<file path="config.mk">
export PLATFORM = sky130hd
export DESIGN_NAME = sha3_sponge_sequencer
export DESIGN_NICKNAME = d
export VERILOG_FILES = /design/src/rtl/sha3_sponge_sequencer.sv
export SDC_FILE = /design/constraint.sdc
export NUM_CORES = 1
export LEC_CHECK = 0
export CAP_MARGIN = 15
export CORE_ASPECT_RATIO = 1.1
export CORE_MARGIN = 2
export CORE_UTILIZATION = 34
export CTS_BUF_LIST = sky130_fd_sc_hd__clkbuf_4 sky130_fd_sc_hd__clkbuf_8
export DETAILED_ROUTE_END_ITERATION = 16
export MAX_ROUTING_LAYER = met4
export SLEW_MARGIN = 10
export SYNTH_ARGS = -nofsm -noshare
export SYNTH_HDL_FRONTEND = slang
export SYNTH_SLANG_ARGS = --single-unit
</file>
<file path="constraint.sdc">
create_clock -name CLK -period 2.1 [get_ports CLK]
set_input_delay 0.525 -clock CLK [delete_from_list [all_inputs] [get_ports CLK]]
set_output_delay 0.525 -clock CLK [all_outputs]
set_load 0.1 [all_outputs]
</file>
<file path="src/rtl/sha3_sponge_sequencer.sv">
// Absorb/squeeze sequencer for a single-round-per-cycle Keccak-f[1600] datapath.
// Issues per-cycle round enables, block XOR strobes, squeeze handshakes and state clears.
module sha3_sponge_sequencer #(
  parameter int R_BLOCK_SIZE = 1152,
  parameter int ROUNDS       = 24,
  parameter int OBLK_W       = 8
) (
  input  logic                      CLK,
  input  logic                      A_RST,
  input  logic                      CE,
  input  logic                      BLK_VALID,
  input  logic                      BLK_LAST,
  input  logic [OBLK_W-1:0]         OUT_BLOCKS,
  output logic                      BLK_READY,
  output logic                      ABSORB,
  output logic                      ROUND_EN,
  output logic [$clog2(ROUNDS)-1:0] ROUND_IDX,
  output logic                      STATE_CLR,
  output logic                      OUT_VALID,
  input  logic                      OUT_READY,
  output logic                      OUT_LAST,
  output logic                      BUSY
);

  localparam int            CW       = $clog2(ROUNDS);
  localparam logic [CW-1:0] LAST_RND = CW'(ROUNDS - 1);

  typedef enum logic [1:0] {
    S_IDLE,
    S_ROUNDS_RUN,
    S_SQUEEZE,
    S_CLEAR
  } state_t;

  // The rate is only carried for datapath consistency; reject impossible values early.
  if (ROUNDS < 2) begin : g_bad_rounds
    $error("sha3_sponge_sequencer: ROUNDS must be >= 2");
  end
  if (R_BLOCK_SIZE <= 0 || R_BLOCK_SIZE >= 1600) begin : g_bad_rate
    $error("sha3_sponge_sequencer: R_BLOCK_SIZE must lie in 1..1599");
  end

  state_t              state_q, state_d;
  logic [CW-1:0]       rnd_q, rnd_d;
  logic [OBLK_W-1:0]   sq_q, sq_d;
  logic                last_q, last_d;

  // NOTE: every signal driven here gets a default first, so no path leaves one
  // unassigned and no latch is inferred.
  always_comb begin
    state_d   = state_q;
    rnd_d     = rnd_q;
    sq_d      = sq_q;
    last_d    = last_q;
    BLK_READY = 1'b0;
    ABSORB    = 1'b0;
    ROUND_EN  = 1'b0;
    ROUND_IDX = '0;
    STATE_CLR = 1'b0;
    OUT_VALID = 1'b0;
    OUT_LAST  = 1'b0;
    BUSY      = 1'b0;

    if (!A_RST) begin
      BUSY = (state_q != S_IDLE);
      unique case (state_q)
        S_IDLE: begin
          BLK_READY = CE;
          if (CE && BLK_VALID) begin
            // Round 0 runs in the accept cycle on the freshly XORed state.
            ABSORB   = 1'b1;
            ROUND_EN = 1'b1;
            last_d   = BLK_LAST;
            if (BLK_LAST) begin
              sq_d = (OUT_BLOCKS == '0) ? OBLK_W'(1) : OUT_BLOCKS;
            end
            rnd_d   = CW'(1);
            state_d = S_ROUNDS_RUN;
          end
        end

        S_ROUNDS_RUN: begin
          if (CE) begin
            ROUND_EN  = 1'b1;
            ROUND_IDX = rnd_q;
            if (rnd_q == LAST_RND) begin
              rnd_d   = '0;
              state_d = last_q ? S_SQUEEZE : S_IDLE;
            end else begin
              rnd_d = rnd_q + CW'(1);
            end
          end
        end

        S_SQUEEZE: begin
          OUT_VALID = 1'b1;
          OUT_LAST  = (sq_q == OBLK_W'(1));
          if (CE && OUT_READY) begin
            if (OUT_LAST) begin
              state_d = S_CLEAR;
            end else begin
              // Another XOF block needs a bare permutation: no absorb, round 0 next cycle.
              sq_d    = sq_q - OBLK_W'(1);
              rnd_d   = '0;
              state_d = S_ROUNDS_RUN;
            end
          end
        end

        S_CLEAR: begin
          if (CE) begin
            STATE_CLR = 1'b1;
            last_d    = 1'b0;
            state_d   = S_IDLE;
          end
        end

        default: state_d = S_IDLE;
      endcase
    end
  end

  // NOTE: sequential state uses non-blocking assignments so every register
  // samples its pre-edge value regardless of statement order.
  always_ff @(posedge CLK) begin
    if (A_RST) begin
      state_q <= S_IDLE;
      rnd_q   <= '0;
      sq_q    <= '0;
      last_q  <= 1'b0;
    end else if (CE) begin
      state_q <= state_d;
      rnd_q   <= rnd_d;
      sq_q    <= sq_d;
      last_q  <= last_d;
    end
  end

endmodule

</file>
== Word level (Yosys, flattened, before mapping) ==
Cells that the tools add are included.

* Flip-flop bits (word level): 16
* Input bits: 14
* Output and inout port bits: 12
* Logic and storage cells: 65

* $add $sub $neg: 2
* Equal/unequal tests: 10
* Multiplexer cells: 37
* Reduce and logical (&&, ||, !) cells: 12

{| class="wikitable"
|+ Operators by type and width
! cell !! number
|-
| $mux W8 || 5
|-
| $mux W5 || 7
|-
| $pmux W8 S2 || 1
|-
| $mux W1 || 15
|-
| $pmux W5 S3 || 1
|-
| $mux W2 || 5
|-
| $ne A2 B2 Y1 const B || 5
|-
| $eq A8 B1 Y1 const B || 1
|-
| $logic_not A8 Y1 || 1
|-
| $pmux W2 S4 || 1
|-
| $sub A8 B1 Y8 const B || 1
|-
| $reduce_and A6 Y1 || 1
|-
| $reduce_bool A2 Y1 || 3
|-
| $add A5 B1 Y5 const B || 1
|-
| $eq A5 B5 Y1 const B || 1
|-
| $reduce_and A5 Y1 || 1
|-
| $eq A2 B2 Y1 const B || 2
|-
| $pmux W1 S2 || 2
|-
| $reduce_and A4 Y1 || 1
|-
| $reduce_and A3 Y1 || 1
|-
| $reduce_bool A3 Y1 || 1
|-
| $eq A2 B1 Y1 const B || 1
|-
| $logic_and A1 B1 Y1 || 2
|-
| $logic_not A2 Y1 || 1
|}

== Depth between registers and ports, before layout ==
Gate-level depths: netlist of run 1.

* Depth in word-level cells: 5
* Gate-level depth with buffers: 9
* Gate-level depth less buffers: 7

== Worst setup path after synthesis of run 1 ==
OpenSTA, ideal clock, no wires.

* Path type: input to output
* Start: input port A_RST
* End: output port ROUND_EN
* Arrival time: 2555 ps
* Data required time: 1575 ps
* Path slack: -980 ps
* Stages: 4
* Buffers on the path: 1
* Cell sequence: clkbuf_1 -> nor2b_1 -> and3_1 -> a21o_1

* Longest elaborated chain between the ends: 1

{| class="wikitable"
|+ Ends and longest elaborated chain
! element !! line !! RTL
|-
| from (decl) || 9 || <nowiki>input logic A_RST,</nowiki>
|-
| $mux W1 || 64 || <nowiki>if (!A_RST) begin</nowiki>
|-
| to (decl) || 16 || <nowiki>output logic ROUND_EN,</nowiki>
|}

Every way passes these cells.

== Worst setup path after layout of run 1 ==
* Start: register sq_q[5]
* End: output port OUT_LAST

* Longest elaborated chain between the ends: 3

{| class="wikitable"
|+ Ends and longest elaborated chain
! element !! line !! RTL
|-
| from (decl) || 45 || <nowiki>logic [OBLK_W-1:0] sq_q, sq_d;</nowiki>
|-
| from (signal assigned) || 134 || <nowiki>sq_q <= sq_d;</nowiki>
|-
| $eq A8 B1 Y1 || 97 || <nowiki>OUT_LAST = (sq_q == OBLK_W'(1));</nowiki>
|-
| $mux W1 || 66 || <nowiki>unique case (state_q)</nowiki>
|-
| $mux W1 || 64 ||
|-
| to (decl) || 21 || <nowiki>output logic OUT_LAST,</nowiki>
|}

Every way passes these cells.

==> results of run 1 <==
how the worst max path moves through the flow:
stage,startpoint,endpoint,slack [ps],cells after the start
2_1_floorplan,A_RST,ROUND_EN,-210,4
3_3_place_gp,CE,ROUND_IDX[4],-200,5
3_5_place_dp,CE,ROUND_IDX[2],-240,5
4_1_cts,state_q[1],ROUND_EN,-40,6
5_1_grt,state_q[1],ROUND_EN,-30,6
6_report,sq_q[5],OUT_LAST,30,4
power breakdown:
part           internal, mW  total, mW  switching [mW]  leakage, nW
Clock                 0.106      0.216           0.110       0.0210
Sequential            0.314      0.327          0.0131        0.132
Combinational         0.114      0.242           0.128        0.599
Total                 0.534      0.785           0.251        0.753
flip-flops by register name (all words and copies together), names as in the netlist:
name and flops:
sq_q 8, rnd_q 5, state_q 2, last_q 1
per-layer routing:
metal | up-vias | share of wire, % | wire [um]
li1 | 626 | - | -
met1 | 562 | 43 | 1370
met2 | 46 | 49 | 1560
met3 | 4 | 5.7 | 180
met4 | 0 | 1.4 | 44
met5 | - | 0 | 0
synthesized netlist by cell type (4+ instances only):
library cell   n
clkbuf_1       5
o32ai_1        6
dfxtp_1       16
mux2i_1        5
or3_1          5
ha_1           8
nor2_1         9
inv_1          9
and3_1         8
nand2_1       13
a21oi_1       19
nor3_1         5
nor4_1         4
nand3_1        5
layout make-up:
type,instances,area [sq um],area share (%)
clock buffers,4,36.3,2.03
flip-flops and latches,16,330,18.5
repair buffers,48,541,30.2
inverters,9,33.8,1.89
well taps,34,42.5,2.38
multi-input cells,112,805,45.0
cell families after synthesis:
kind of cell,Yosys count
flops,16
buf+inv,16
compound gates,38
simple gates,61
fa+ha+maj,8
mux,5
critical path: stages, from the launching register on:
cell     delay [ps]
dfxtp_4         370
nor4_4          300
and4_4          270
and2_4          150
buf_12          160
placed cells by master, fill, tap and decap left out, types with 2 or more instances in the layout:
cell type	synthesis	final
o21ai_0	3	3
nor4_1	4	3
mux2i_1	5	5
o221ai_1	2	2
and2_2	0	2
buf_4	0	23
clkbuf_4	0	3
a21o_1	3	2
nand4b_1	2	2
nand2b_1	3	3
ha_1	8	5
dfxtp_1	16	12
o32ai_1	6	6
dfxtp_4	0	2
nor3_1	5	5
a31oi_1	2	2
dlygate4sd2_1	0	2
nor2_4	0	2
inv_1	9	7
inv_2	0	2
and3_2	0	5
nand4_1	2	2
buf_12	0	12
nand2_1	13	13
dfxtp_2	0	2
nand3_1	5	5
a21oi_1	19	19
clkdlybuf4s50_1	0	10
and3_1	8	2
ha_4	0	2
nor2_1	9	7
or3_1	5	5
stage by stage:
stage | instances | area (sq um) | worst slack (ps) | TNS [ps]
CTS | 219 | 1720 | -40.9 | -40.9
finish | 223 | 1790 | 26.4 | 0
detailed placement | 214 | 1660 | -240 | -2920
floorplan | 144 | 1140 | -209 | -302
global route | 223 | 1790 | -25.7 | -58.8
global placement | 214 | 1660 | -201 | -2190
repair_timing:
item	4_1_cts	5_1_grt
buffers inserted	1	4
resized for setup	9	13
pin swaps	2	3
setup endpoints to repair	11	8
==> impl_summary.log, run 1 <==
[metrics] ratio of cells with drive above 1 in the final layout: ~33%
[metrics] area grow syn2layout: 62.8%
[metrics] number of nets produced by synthesis: approximately 170
[metrics] Leak: roughly 0.75 nW
[metrics] class of the tightest hold or removal check: flop to flop
[metrics] cell count after synthesis: 144
[metrics] worst supply voltage drop on vdd: ~0.32 mV
[metrics] largest net degree at the start of global routing: 13
[metrics] Pins Over Slew Limit: 0
[metrics] total setup violations reported at the end of the flow: 0
[metrics] CTS tree: done
[metrics] number of buffers inserted during clock tree synthesis: 3
[metrics] largest family of logic cells by synthesized area: simple AND/OR/NAND/NOR gates
[metrics] achievable frequency: between 0.4 and 0.5 GHz
[metrics] clk_lat worst skew: about 300 ps
[metrics] Cell Pwr Density: about 440 nW/um^2
[metrics] die height: 63.6 um
[metrics] sum of internal, switching and leakage power: 785 uW
[metrics] endpoint of the worst register-to-register path: sq_q[0]
[metrics] Row Count: 21
[metrics] Overall Global Routing Usage: between 10% and 20%
[metrics] Synth async-reset ratio: 0%
[metrics] cell types occupying the most area after synthesis: dfxtp_1 29%, ha_1 9.1%, a21oi_1 8.7%
[metrics] multiplexer share of the synthesized area: 4.56%
[metrics] Max Root-Sink Buffers: 2
[metrics] area fraction in compound gates after synthesis: between 20 and 25%
[metrics] Worst-path clk slew: 100 ps
[metrics] crit path launch type: flop
[metrics] WL final: roughly 3200 um
[metrics] fill cell count: 280
[metrics] router iterations before antenna repair: 4
[metrics] mean instance size in the synthesized netlist: around 7.6 sq um
[metrics] RD Place Congestion: approximately 0.87
[metrics] Setup crit end kind: output port
[metrics] worst reg2reg path depth: 7
[metrics] met3 capacity usage during global routing: 2.05%
[metrics] count of buffers from port buffering: 25
[metrics] Fin. Hold Viols: 0
[metrics] parity-gate share of the synthesized area counting xor and xnor cells: 0%
[metrics] number of global-route vias before repair: ~1,200
[metrics] part of the Yosys area used for sequential elements: just under 30%
[metrics] routed length per instance: around 14 um
[metrics] Reg2Reg Setup Slack: 110 ps
[metrics] number of distinct standard cells referenced by the synthesized netlist: 29
[metrics] Worst EP arrival: around 1600 ps
[metrics] most frequently used flop master after synthesis: dfxtp_1
[metrics] setup repair after global routing missed its margin: true
[metrics] die width: approximately 58 um
[metrics] clock skew after layout: roughly 0.76 ps
[metrics] number of antenna violations at the first check in global routing: 0
[metrics] share of synthesized cell area in full adder, half adder and majority cells: under 10%
[metrics] placeable core area: 3070 sq um
[metrics] Global Route met2 Usage: between 20% and 30%
[metrics] busiest grt layer: met2
[metrics] Worst Min Path Start: sq_q[3]
[metrics] clock tree sinks: 16
[metrics] CTS hold repair buffers: 0
[metrics] status: finished, final reports clean
[metrics] DR vias/cell: around 5.6
[metrics] worst hold slack after final layout: 498 ps
[metrics] cell type with the largest total area after synthesis: dfxtp_1
[metrics] number of max-capacitance violations reported: 0
[metrics] worst-margin pin slew: 341 ps
[metrics] critical path peak fanout: 3
[metrics] floorplan die area: about 3700 sq um
[metrics] post-route fraction of the period consumed by the critical path: 98.7%
[metrics] Total Nets Final: approximately 210
[metrics] Seq cells post-synth: 16
[metrics] count of flip-flops with a built-in enable after synthesis: 0
[metrics] count of antenna diodes in the layout: 0
[metrics] Hold Crit Endpoint: sq_q[3]
[metrics] required time worst endpoint: approximately 1600 ps
[metrics] Iter 0 DRT Violations: 42
[metrics] CTS Root Cell: clkbuf_4
[metrics] global-route wire length before repair: between 5000 and 6000 um
[metrics] GR Util met1: 24.3%
[metrics] total number of vias: 1,238
[metrics] placed wire-length estimate: approximately 2300 um
[metrics] WS Path Type: flop to output port
[metrics] remaining design rule violation count: 0
[metrics] num ports: 26
[metrics] remaining max-slew budget at the tightest pin: approximately 77%
[metrics] number of H-tree levels: 1
[metrics] yosys warns: 0
[metrics] Worst R2R Start: state_q[1]
[metrics] simple-gate share of the synthesized area: between 20 and 30%
[metrics] area share of the largest cell type after synthesis: about 30%
[metrics] fin util: around three fifths
[metrics] GRT overflow: 0
[metrics] post-synthesis instance area: 1100 sq um
[metrics] clock period minus worst slack: between 2000 and 2500 ps
[metrics] number of nets with antenna violations after routing: 0
[metrics] Hold Crit Depth: 2
[metrics] initial core utilization: between 30% and 40%
No activity file was read; power rests on OpenSTA's default activity.
==> run 2: changes to the inputs <==
--- a/config.mk
+++ b/config.mk
@@ -12,6 +12,7 @@
 export CTS_BUF_LIST = sky130_fd_sc_hd__clkbuf_4 sky130_fd_sc_hd__clkbuf_8
 export DETAILED_ROUTE_END_ITERATION = 16
 export MAX_ROUTING_LAYER = met4
+export REMOVE_ABC_BUFFERS = 1
 export SLEW_MARGIN = 10
 export SYNTH_ARGS = -nofsm -noshare
 export SYNTH_HDL_FRONTEND = slang
==> impl_summary.log, run 2 (synthesis results as in run 1) <==
[metrics] share of total power consumed by net switching: 33.0% (was 32.0%)
[metrics] global-route wire length before repair: 5260 um (was 5210 um)
[metrics] total setup violations reported at the end of the flow: 0 (unchanged)
[metrics] Setup crit end kind: output port (unchanged)
[metrics] clock tree sinks: 16 (unchanged)
[metrics] flip-flop count of the largest register, all copies and words added: 8 (unchanged)
[metrics] floorplan die area: 3700 sq um (unchanged)
[metrics] setup repair after global routing missed its margin: true (unchanged)
[metrics] Worst R2R Start: state_q[1] (unchanged)
[metrics] Worst Setup SP: sq_q[6] (was sq_q[5])
[metrics] achievable frequency: 0.485 GHz (was 0.482 GHz)
[metrics] status: finished, final reports clean (unchanged)
[metrics] routed length per instance: 14.5 um (was 14.1 um)
[metrics] worst reg2reg path depth: 7 (unchanged)
[metrics] RD Place Congestion: 0.847 (was 0.868)
[metrics] number of antenna violations at the first check in global routing: 0 (unchanged)
[metrics] commonest cells after routing, fill and taps aside: 19 x a21oi_1, 18 x buf_4, 13 x nand2_1 (was 23 x buf_4, 19 x a21oi_1, 13 x nand2_1)
[metrics] largest net degree at the start of global routing: 13 (unchanged)
[metrics] sum of negative setup slack: 0 ps (unchanged)
[metrics] WL final: 3170 um (was 3150 um)
[metrics] design internal power: 487 uW (was 534 uW)
[metrics] largest reg by FF count: sq_q (unchanged)
[metrics] clock period minus worst slack: 2060 ps (was 2070 ps)
[metrics] crit path launch type: flop (unchanged)
[metrics] Logic pwr share: 31.8% (was 30.9%)
[metrics] GRT overflow: 0 (unchanged)
[metrics] Cell Pwr Density: 420 nW/um^2 (was 439 nW/um^2)
[metrics] clk_lat worst skew: 290 ps (was 300 ps)
[metrics] Reg2Reg Setup Slack: 80 ps (was 110 ps)
[metrics] class of the tightest hold or removal check: flop to flop (unchanged)
[metrics] proportion of power drawn by flip-flops and latches: 45.3% (was 41.6%)
[metrics] count of antenna diodes in the layout: 0 (unchanged)
[metrics] number of H-tree levels: 1 (unchanged)
[metrics] Fin. Hold Viols: 0 (unchanged)
[metrics] clock skew after layout: 2.97 ps (was 0.758 ps)
[metrics] switching power summed over all nets: 240 uW (was 251 uW)
[metrics] count of buffers from port buffering: 25 (unchanged)
[metrics] CTS tree: done (unchanged)
[metrics] endpoint of the worst register-to-register path: sq_q[0] (unchanged)
[metrics] number of nets with antenna violations after routing: 0 (unchanged)
[metrics] initial core utilization: 35.7% (unchanged)
[metrics] ratio of cells with drive above 1 in the final layout: 27.7% (was 33.3%)
[metrics] area grow syn2layout: 57.6% (was 62.8%)
[metrics] required time worst endpoint: 1570 ps (about the same)
[metrics] Pins Over Slew Limit: 0 (unchanged)
[metrics] number of global-route vias before repair: 1,194 (was 1,175)
[metrics] router iterations before antenna repair: 4 (unchanged)
[metrics] Iter 0 DRT Violations: 59 (was 42)
[metrics] number of buffers inserted during clock tree synthesis: 3 (unchanged)
[metrics] CP cell instances: nor4_4 -> and4_4 -> and2_4 -> buf_12 (unchanged)
[metrics] Overall Global Routing Usage: 18.4% (was 18.1%)
[metrics] WS Path Type: flop to output port (unchanged)
[metrics] Total Nets Final: 208 (was 212)
[metrics] CP max stage delay: 350 ps (was 370 ps)
[metrics] final std cell area, no fill: 1730 sq um (was 1790 sq um)
[metrics] Leak: 0.736 nW (was 0.753 nW)
[metrics] DR vias/cell: 5.71 (was 5.55)
[metrics] remaining max-slew budget at the tightest pin: 46.4% (was 77.0%)
[metrics] slowest stage cell, crit path: dfxtp_2 (was dfxtp_4)
[metrics] die width: 58.2 um (unchanged)
[metrics] Row Count: 21 (unchanged)
[metrics] num ports: 26 (unchanged)
[metrics] fill cell count: 289 (was 280)
[metrics] leading cell type in the layout, fill and taps excluded: a21oi_1 (was buf_4)
[metrics] Worst EP arrival: 1540 ps (was 1550 ps)
[metrics] Worst-path clk slew: 90 ps (was 100 ps)
[metrics] worst-margin pin slew: 797 ps (was 341 ps)
[metrics] Regs by FF count: sq_q (8), rnd_q (5), state_q (2) (unchanged)
[metrics] remaining design rule violation count: 0 (unchanged)
[metrics] Setup crit end: OUT_LAST (unchanged)
[metrics] total number of vias: 1,245 (was 1,238)
[metrics] CTS Root Cell: clkbuf_4 (unchanged)
[metrics] critical path peak fanout: 3 (unchanged)
[metrics] placeable core area: 3070 sq um (unchanged)
[metrics] number of max-capacitance violations reported: 0 (unchanged)
[metrics] post-route fraction of the period consumed by the critical path: 98.2% (was 98.7%)
[metrics] placed wire-length estimate: 2400 um (was 2320 um)
[metrics] worst supply voltage drop on vdd: 0.306 mV (was 0.316 mV)
[metrics] die height: 63.6 um (unchanged)
[metrics] Max Root-Sink Buffers: 2 (unchanged)
[metrics] proportion of power drawn by the clock network: 22.9% (was 27.5%)
[metrics] total placed instance area: 1600 sq um (was 1660 sq um)
## run 2: worst min-delay path by stage
stage	endpoint	startpoint	cells past startpoint
after floorplan	sq_q[7]	sq_q[7]	2
after global placement	sq_q[7]	sq_q[7]	2
after detailed placement	sq_q[7]	sq_q[7]	2
after CTS	state_q[1]	state_q[1]	2
after global routing	sq_q[3]	sq_q[3]	2
final	sq_q[3]	sq_q[3]	2
## run 2: per-stage QoR
step	power [mW]	hold slack (ps)	worst slack, ps	util (%)	cells
3_3_place_gp	0.543	479	-240	52.1	212
3_5_place_dp	0.549	481	-278	52.1	212
4_1_cts	0.721	493	3.27	54.5	217
2_1_floorplan	0.445	448	-800	-	137
5_1_grt	0.765	526	-22.2	56.3	218
6_report	0.727	507	38.1	56.3	218
## run 2: area by class of cell
| type | count | area, sq um | area share [%] |
|---|---|---|---|
| clock buffer | 3 | 22.5 | 1.30 |
| inverter | 9 | 36.3 | 2.10 |
| multi-input combinational | 112 | 786 | 45.4 |
| sequential | 16 | 330 | 19.1 |
| tap | 34 | 42.5 | 2.46 |
| timing repair buffer | 44 | 514 | 29.7 |
## run 2: power by group through the flow
stage	logic, mW	clock network (mW)	registers, mW
floorplan	0.114	0	0.331
global placement	0.211	0	0.333
detailed placement	0.216	0	0.333
CTS	0.221	0.172	0.328
global route	0.250	0.183	0.331
finish	0.231	0.167	0.329
## run 2: repair_timing
| action | CTS | global route |
|---|---|---|
| buffers inserted | 2 | 1 |
| hold buffers | 0 | 0 |
| resized for setup | 15 | 13 |
| pin swaps | 2 | 2 |
| setup endpoints to repair | 11 | 6 |
| hold endpoints to repair | 0 | 0 |
## run 2: worst max-delay path, delay by kind of cell (launching register included)
family,cells,cell delay [ps]
DFF,1,350
and+or+nand+nor,3,730
buffers and inverters,1,160
## run 2: metal layers
layer / track usage (%) / routed length (um)
met1: 21.3 / 1380
met2: 31.8 / 1600
met3: 2.26 / 157
met4: 7.27 / 40
met5: - / 0
